--- src/rtl/mem_access_unit_pkg.sv ---
// Shared encodings for the M-stage memory access unit: access sizes, FSM states,
// device window base and the captured bridge request record.
package mem_access_unit_pkg;

   localparam logic [1:0] SZ_BYTE = 2'b00;
   localparam logic [1:0] SZ_HALF = 2'b01;
   localparam logic [1:0] SZ_WORD = 2'b10;

   localparam logic [1:0] ST_IDLE = 2'd0;
   localparam logic [1:0] ST_BUS  = 2'd1;
   localparam logic [1:0] ST_DONE = 2'd2;
   localparam logic [1:0] ST_ERR  = 2'd3;

   localparam logic [31:0] DEV_BASE_DEFAULT = 32'h0000_7F00;

   typedef struct packed {
      logic        we;
      logic [1:0]  size;
      logic        sign;
      logic [31:0] addr;
      logic [3:0]  be;
      logic [31:0] wdata;
   } bus_req_t;

endpackage

--- src/rtl/mem_lane_align.sv ---
// Byte-lane steering: alignment check, byte enables, store replication and
// load extract/extend. Shared by the DM path and the bridge path.
module mem_lane_align
   import mem_access_unit_pkg::*;
(
   input  logic [1:0]  size,
   input  logic [1:0]  ofs,
   input  logic        sign,
   input  logic [31:0] wdata,
   input  logic [31:0] raw,
   output logic        aligned,
   output logic [3:0]  be,
   output logic [31:0] wdata_rep,
   output logic [31:0] rdata_ext
);

   logic [7:0]  b_sel;
   logic [15:0] h_sel;

   always_comb begin
      aligned   = 1'b1;
      be        = 4'b1111;
      wdata_rep = wdata;
      rdata_ext = raw;
      b_sel     = raw[{ofs, 3'b000} +: 8];
      h_sel     = ofs[1] ? raw[31:16] : raw[15:0];
      case (size)
         SZ_BYTE: begin
            be        = 4'b0001 << ofs;
            wdata_rep = {4{wdata[7:0]}};
            rdata_ext = {{24{sign & b_sel[7]}}, b_sel};
         end
         SZ_HALF: begin
            aligned   = ~ofs[0];
            be        = ofs[1] ? 4'b1100 : 4'b0011;
            wdata_rep = {2{wdata[15:0]}};
            rdata_ext = {{16{sign & h_sel[15]}}, h_sel};
         end
         default: aligned = (ofs == 2'b00); // 11 behaves as word
      endcase
   end

endmodule

--- src/rtl/mem_access_unit.sv ---
// M-stage memory access unit: zero-wait DM path plus a stalling bridge path.
// Optional bus timeout enabled by defining MEM_BUS_TIMEOUT_EN.
module mem_access_unit
   import mem_access_unit_pkg::*;
#(
   parameter logic [31:0] DEV_BASE = DEV_BASE_DEFAULT
`ifdef MEM_BUS_TIMEOUT_EN
   , parameter int TIMEOUT = 16
`endif
) (
   input  logic        clk,
   input  logic        reset,
   input  logic        req_valid,
   input  logic        req_we,
   input  logic [1:0]  req_size,
   input  logic        req_sign,
   input  logic [31:0] req_addr,
   input  logic [31:0] req_wdata,
   output logic        dm_we,
   output logic [3:0]  dm_be,
   output logic [31:0] dm_addr,
   output logic [31:0] dm_wdata,
   input  logic [31:0] dm_rdata,
   output logic        PrReq,
   output logic        PrWE,
   output logic [3:0]  PrBE,
   output logic [31:0] PrAddr,
   output logic [31:0] PrWD,
   input  logic        PrAck,
   input  logic [31:0] PrRD,
   output logic        stall,
   output logic [31:0] rdata_W,
   output logic        align_err,
   output logic        bus_err
);

   logic [1:0]  state;
   bus_req_t    cap;
   logic [31:0] rd_q;
   logic        in_idle, in_bus, in_done, is_dev, aligned, go_dm, go_bus;
   logic [1:0]  ln_size, ln_ofs;
   logic        ln_sign;
   logic [31:0] ln_raw, ln_wd, ln_rd;
   logic [3:0]  ln_be;

   assign in_idle = (state == ST_IDLE);
   assign in_bus  = (state == ST_BUS);
   assign in_done = (state == ST_DONE);
   assign is_dev  = (req_addr >= DEV_BASE);
   assign go_dm   = in_idle & req_valid & aligned & ~is_dev;
   assign go_bus  = in_idle & req_valid & aligned & is_dev;

   // In DONE the lane extracts from the captured bridge data, not the DM bus.
   assign ln_size = in_done ? cap.size      : req_size;
   assign ln_ofs  = in_done ? cap.addr[1:0] : req_addr[1:0];
   assign ln_sign = in_done ? cap.sign      : req_sign;
   assign ln_raw  = in_done ? rd_q          : dm_rdata;

   mem_lane_align u_lane (
      .size      (ln_size),
      .ofs       (ln_ofs),
      .sign      (ln_sign),
      .wdata     (req_wdata),
      .raw       (ln_raw),
      .aligned   (aligned),
      .be        (ln_be),
      .wdata_rep (ln_wd),
      .rdata_ext (ln_rd)
   );

   assign dm_we     = ~reset & go_dm & req_we;
   assign dm_be     = ln_be;
   assign dm_addr   = req_addr;
   assign dm_wdata  = ln_wd;
   assign align_err = ~reset & req_valid & ~aligned;
   assign stall     = ~reset & (go_bus | in_bus);

   always_comb begin
      rdata_W = 32'h0;
      if (!reset && ((go_dm && !req_we) || (in_done && !cap.we)))
         rdata_W = ln_rd;
   end

   assign PrReq  = in_bus;
   assign PrWE   = cap.we;
   assign PrBE   = cap.be;
   assign PrAddr = cap.addr;
   assign PrWD   = cap.wdata;

`ifdef MEM_BUS_TIMEOUT_EN
   localparam int CW = $clog2(TIMEOUT + 1);
   localparam logic [CW-1:0] TMO_LAST = CW'(TIMEOUT - 1);
   logic [CW-1:0] tmo_cnt;

   always_ff @(posedge clk or posedge reset) begin
      if (reset)                tmo_cnt <= '0;
      else if (go_bus)          tmo_cnt <= '0;
      else if (in_bus && !PrAck) tmo_cnt <= tmo_cnt + CW'(1);
   end

   assign bus_err = (state == ST_ERR);
`else
   assign bus_err = 1'b0;
`endif

   always_ff @(posedge clk or posedge reset) begin
      if (reset) begin
         state <= ST_IDLE;
         cap   <= '0;
         rd_q  <= '0;
      end else begin
         case (state)
            ST_IDLE: if (go_bus) begin
               state <= ST_BUS;
               cap   <= '{we: req_we, size: req_size, sign: req_sign,
                          addr: req_addr, be: ln_be, wdata: ln_wd};
            end
            ST_BUS: begin
               if (PrAck) begin
                  state <= ST_DONE;
                  rd_q  <= PrRD;
               end
`ifdef MEM_BUS_TIMEOUT_EN
               else if (tmo_cnt == TMO_LAST)
                  state <= ST_ERR;
`endif
            end
            default: state <= ST_IDLE; // DONE and ERR are single-cycle
         endcase
      end
   end

endmodule

--- config.mk ---
export PLATFORM = sky130hd
export DESIGN_NAME = mem_access_unit
export DESIGN_NICKNAME = d
export VERILOG_FILES = /design/src/rtl/mem_access_unit_pkg.sv /design/src/rtl/mem_lane_align.sv /design/src/rtl/mem_access_unit.sv
export SDC_FILE = /design/constraint.sdc
export NUM_CORES = 1
export LEC_CHECK = 0
export BUFFER_PORTS_ARGS = -buffer_cell sky130_fd_sc_hd__clkbuf_2
export CAP_MARGIN = 20
export CORE_UTILIZATION = 43
export CTS_CLUSTER_SIZE = 40
export DETAILED_ROUTE_END_ITERATION = 8
export PLACE_DENSITY = 0.79
export SLEW_MARGIN = 20
export SYNTH_ARGS = -nofsm -noshare
export SYNTH_HDL_FRONTEND = slang
export SYNTH_SLANG_ARGS = --single-unit
--- constraint.sdc ---
create_clock -name clk -period 3.15 [get_ports clk]
set_input_delay 0.315 -clock clk [delete_from_list [all_inputs] [get_ports clk]]
set_output_delay 0.315 -clock clk [all_outputs]
set_load 0.01 [all_outputs]
==> metrics.md <==
| Metric | Value |
|---|---|
| Fill cells | `between 1000 and 1500` |
| Clock slew seen by the registers of the worst setup and hold paths | `0.07 ns` |
| Vias per cell | `about 5.2` |
| CP max-delay cell | `or4b_4` |
| RSZ-0062 raised after global routing | `false` |
| RePlAce Congestion | `0.8121` |
| DP Worst Slack | `about 0.25 ns` |
| Most common cell after layout, fill and taps aside | `clkbuf_2` |
| # port buffers | `308` |
| Hold-fix buffers, CTS | `0` |
| Synthesis-to-layout area growth | `19.58%` |
| Clk Latency, worst-skew pair | `0.35 ns` |
| WP data required | `around 2.8 ns` |
| CTS root buf | `clkbuf_16` |
| Die X | `about 130 um` |
| Total negative setup slack | `0 ns` |
| Final Hold Fails | `0` |
| WS Path Type | `flip-flop to primary output` |
| Post-synth top flop | `dfrtp_1` |
| DRT iter0 DRCs | `between 200 and 300` |
| Post-synthesis compound-gate area fraction | `0.1025` |
| Unique masters post-synth | `47` |
| Sequential fraction of the synthesis area | `0.3935` |
| Fin area | `8060 um2` |
| Pleak | `a little over 4 nW` |
| PwrDens | `roughly 820 nW/um2` |
| Die Ht | `127.2 um` |
| Vias in the first global route | `~5300` |
| Mapped Nets | `769` |
| Post-Synthesis Cells | `roughly 630` |
| Multiplexer area fraction after synthesis | `0.2519` |
| Worst Skew | `0.009463 ns` |
| TritonCTS buffer count | `9` |
| Final Max Slew Viols | `0` |
| Yosys reg bits | `around 110` |
| Worst Path Arrival | `around 2.7 ns` |
| # rows | `45` |
| Post-DP HPWL | `around 15000 um` |
| Worst Slack Setup Final | `about 0.11 ns` |
| Post-route DRC | `0` |
| Drt wl/cell | `18.46 um` |
| Core ar. | `15260 um2` |
| Hold WC Path Type | `input port to asynchronous set/reset pin` |
| Sw Ratio | `0.3662` |
| Fin crit period | `slightly above 3 ns` |
| Comb power frac | `0.447` |
| CP max stage delay | `roughly 0.56 ns` |
| Pin count of the biggest net entering global routing | `107` |
| # clock sinks | `roughly 110` |
| Total Nets Final | `between 900 and 1000` |
| Simple-gate share of the synthesized area | `0.09560` |
| Max transition margin | `0.5871` |
| Pre-antenna DRT Iters | `6` |
| GRT overflow | `0` |
| Least-Margin Pin Slew | `0.6194 ns` |
| Number of flops mapped to enable cells by yosys | `0` |
| Drt total wl | `about 19000 um` |
| I/O pin cnt | `between 300 and 400` |
| Status | `complete, no violations` |
| Worst-path maximum fanout | `23` |
| Fmax | `about 330 MHz` |
| Finished Layout Cells | `1039` |
| Max IR drop VDD | `about 0.32 mV` |
| Period utilization | `0.9660` |
| End-of-flow core utilization | `0.5282` |
| DP Cell Count | `around 1000` |
| Initial core utilization | `0.4417` |
| N_diodes | `0` |
| Share of post-route cells with drive strength above 1 | `0.5773` |
| First-pass GRT wire length | `slightly below 30000 um` |
| Final antenna-violating net count | `0` |
| Worst path cell trace | `or4b_4 -> o31ai_4 -> a31oi_4 -> nor4_4 -> nor2_2 -> buf_4 -> a211oi_1 -> clkbuf_2` |
| Initial antenna violation count | `0` |
| Die footprint | `between 15000 and 20000 um2` |
| Htree depth | `3` |
| Detailed-route via count | `5444` |
| Mean post-synth cell area | `around 11 um2` |
| Internal cell power | `4.194 mW` |
| Synth Area in XOR/XNOR | `0` |
| Max-Cap Viols | `0` |
| CP endpoint kind | `primary output` |
| Post CTS Setup Buffer Count | `0` |
| GR Util All Layers | `0.2343` |
| Startpoint class of the critical path | `flip-flop` |
| CTS max path bufs | `2` |
| CTS tree | `done` |
| Async SR Flop Fraction | `1.000` |
| Adder-cell share of the synthesized area | `0` |
| Commonest non-fill, non-tap cells in the layout | `clkbuf_2 (308), dfrtp_1 (106), nand2_1 (98)` |
| Combinational family with the most area after synthesis | `multiplexers` |
| Cell Area, Placed | `about 7700 um2` |
| Synth Cell Area | `about 6700 um2` |
| Ys Warns | `0` |
| Seq pwr share | `0.379` |
| Net Sw Power | `between 2 and 2.5 mW` |
| Setup Viol. Count Final | `0` |
| Clock share of power | `0.174` |
| Post-CTS Resized | `0` |
## critical path: cells and delay by family (launching register included)
kind,cells,cell delay [ns]
flip-flops,1,0.44
AND/OR/NAND/NOR,3,0.91
AO/OA/AOI/OAI,3,0.59
buffers and inverters,2,0.42
## flip-flops by register name (all words and copies together) (netlist names)
register and cells:
PrAddr 32, PrWD 32, rd_q 32, PrBE 4, cap 3, state 2
PrWE 1
## metal layers
layer | GRT usage | vias to the layer above | wire length [um]
li1 | - | 2494 | -
met1 | 0.2671 | 2647 | 7528
met2 | 0.4205 | 269 | 9805
met3 | 0.04858 | 34 | 1288
met4 | 0.1085 | 0 | 561
met5 | 0 | - | 0
## cell type report
class / count / area [um2] / area share
Clock buffer: 11 / 232.7 / 0.02887
Clock inverter: 5 / 62.56 / 0.007762
Inverter: 4 / 18.77 / 0.002328
Multi-Input combinational cell: 376 / 3115 / 0.3865
Sequential cell: 106 / 2653 / 0.3291
Tap cell: 211 / 264.0 / 0.03275
Timing Repair Buffer: 326 / 1714 / 0.2127
## path summary, 6_finish.rpt
| check | from | endpoint | slack [ns] | cells past startpoint |
|---|---|---|---|---|
| max | state[0] | rdata_W[16] | 0.11 | 8 |
| min | reset | PrAddr[22] | 0.17 | 3 |
| max reg2reg | state[0] | PrWD[9] | 0.53 | 7 |
| min reg2reg | PrAddr[28] | PrAddr[28] | 0.51 | 1 |
| max in group asynchronous | reset | state[1] | 2.51 | 3 |
| min in group clk | PrRD[21] | rd_q[21] | 0.19 | 2 |
## cells in the mapped netlist (2+ instances only)
| library cell | number | area [um2] |
|---|---|---|
| buf_1 | 3 | 11.26 |
| a211oi_1 | 15 | 112.6 |
| a21oi_1 | 16 | 80.08 |
| nor4_1 | 4 | 25.02 |
| nand3_1 | 5 | 25.02 |
| mux2_2 | 67 | 754.5 |
| o21ai_0 | 4 | 20.02 |
| nand2b_1 | 2 | 12.51 |
| buf_4 | 110 | 825.8 |
| a311oi_2 | 2 | 30.03 |
| a311oi_1 | 14 | 122.6 |
| o2bb2ai_1 | 7 | 61.31 |
| buf_6 | 8 | 90.09 |
| buf_2 | 9 | 45.04 |
| mux2_4 | 46 | 690.7 |
| clkbuf_1 | 17 | 63.81 |
| mux2i_1 | 23 | 230.2 |
| dfrtp_1 | 106 | 2653 |
| nor2_1 | 15 | 56.30 |
| o21a_1 | 9 | 67.56 |
| inv_1 | 4 | 15.01 |
| nor3_1 | 3 | 15.01 |
| nor2b_1 | 8 | 50.05 |
| a31oi_1 | 15 | 93.84 |
| nand2_1 | 99 | 371.6 |
## power by group through the flow
stage | sequential (mW) | clock, mW | combinational (mW)
final | 2.51 | 1.15 | 2.95
after global routing | 2.58 | 1.23 | 3.18
after CTS | 2.49 | 1.18 | 2.95
after detailed placement | 2.52 | 0 | 2.94
after global placement | 2.48 | 0 | 2.90
after floorplan | 2.36 | 0 | 2.61
## logic make-up (layout without fill, tap and decap cells)
group,count (synthesis),in the layout
simple gates,147,147
flops,106,106
mux,137,137
buf+inv,151,346
compound gates,91,91
other cells,1,1
## stage by stage
step | hold WS, ns | power [mW]
2_1_floorplan | 0.4236 | 4.970
3_3_place_gp | 0.4857 | 5.377
3_5_place_dp | 0.4930 | 5.462
4_1_cts | 0.1709 | 6.630
5_1_grt | 0.1834 | 6.992
6_report | 0.1749 | 6.617
No activity file was read; power rests on OpenSTA's default activity.
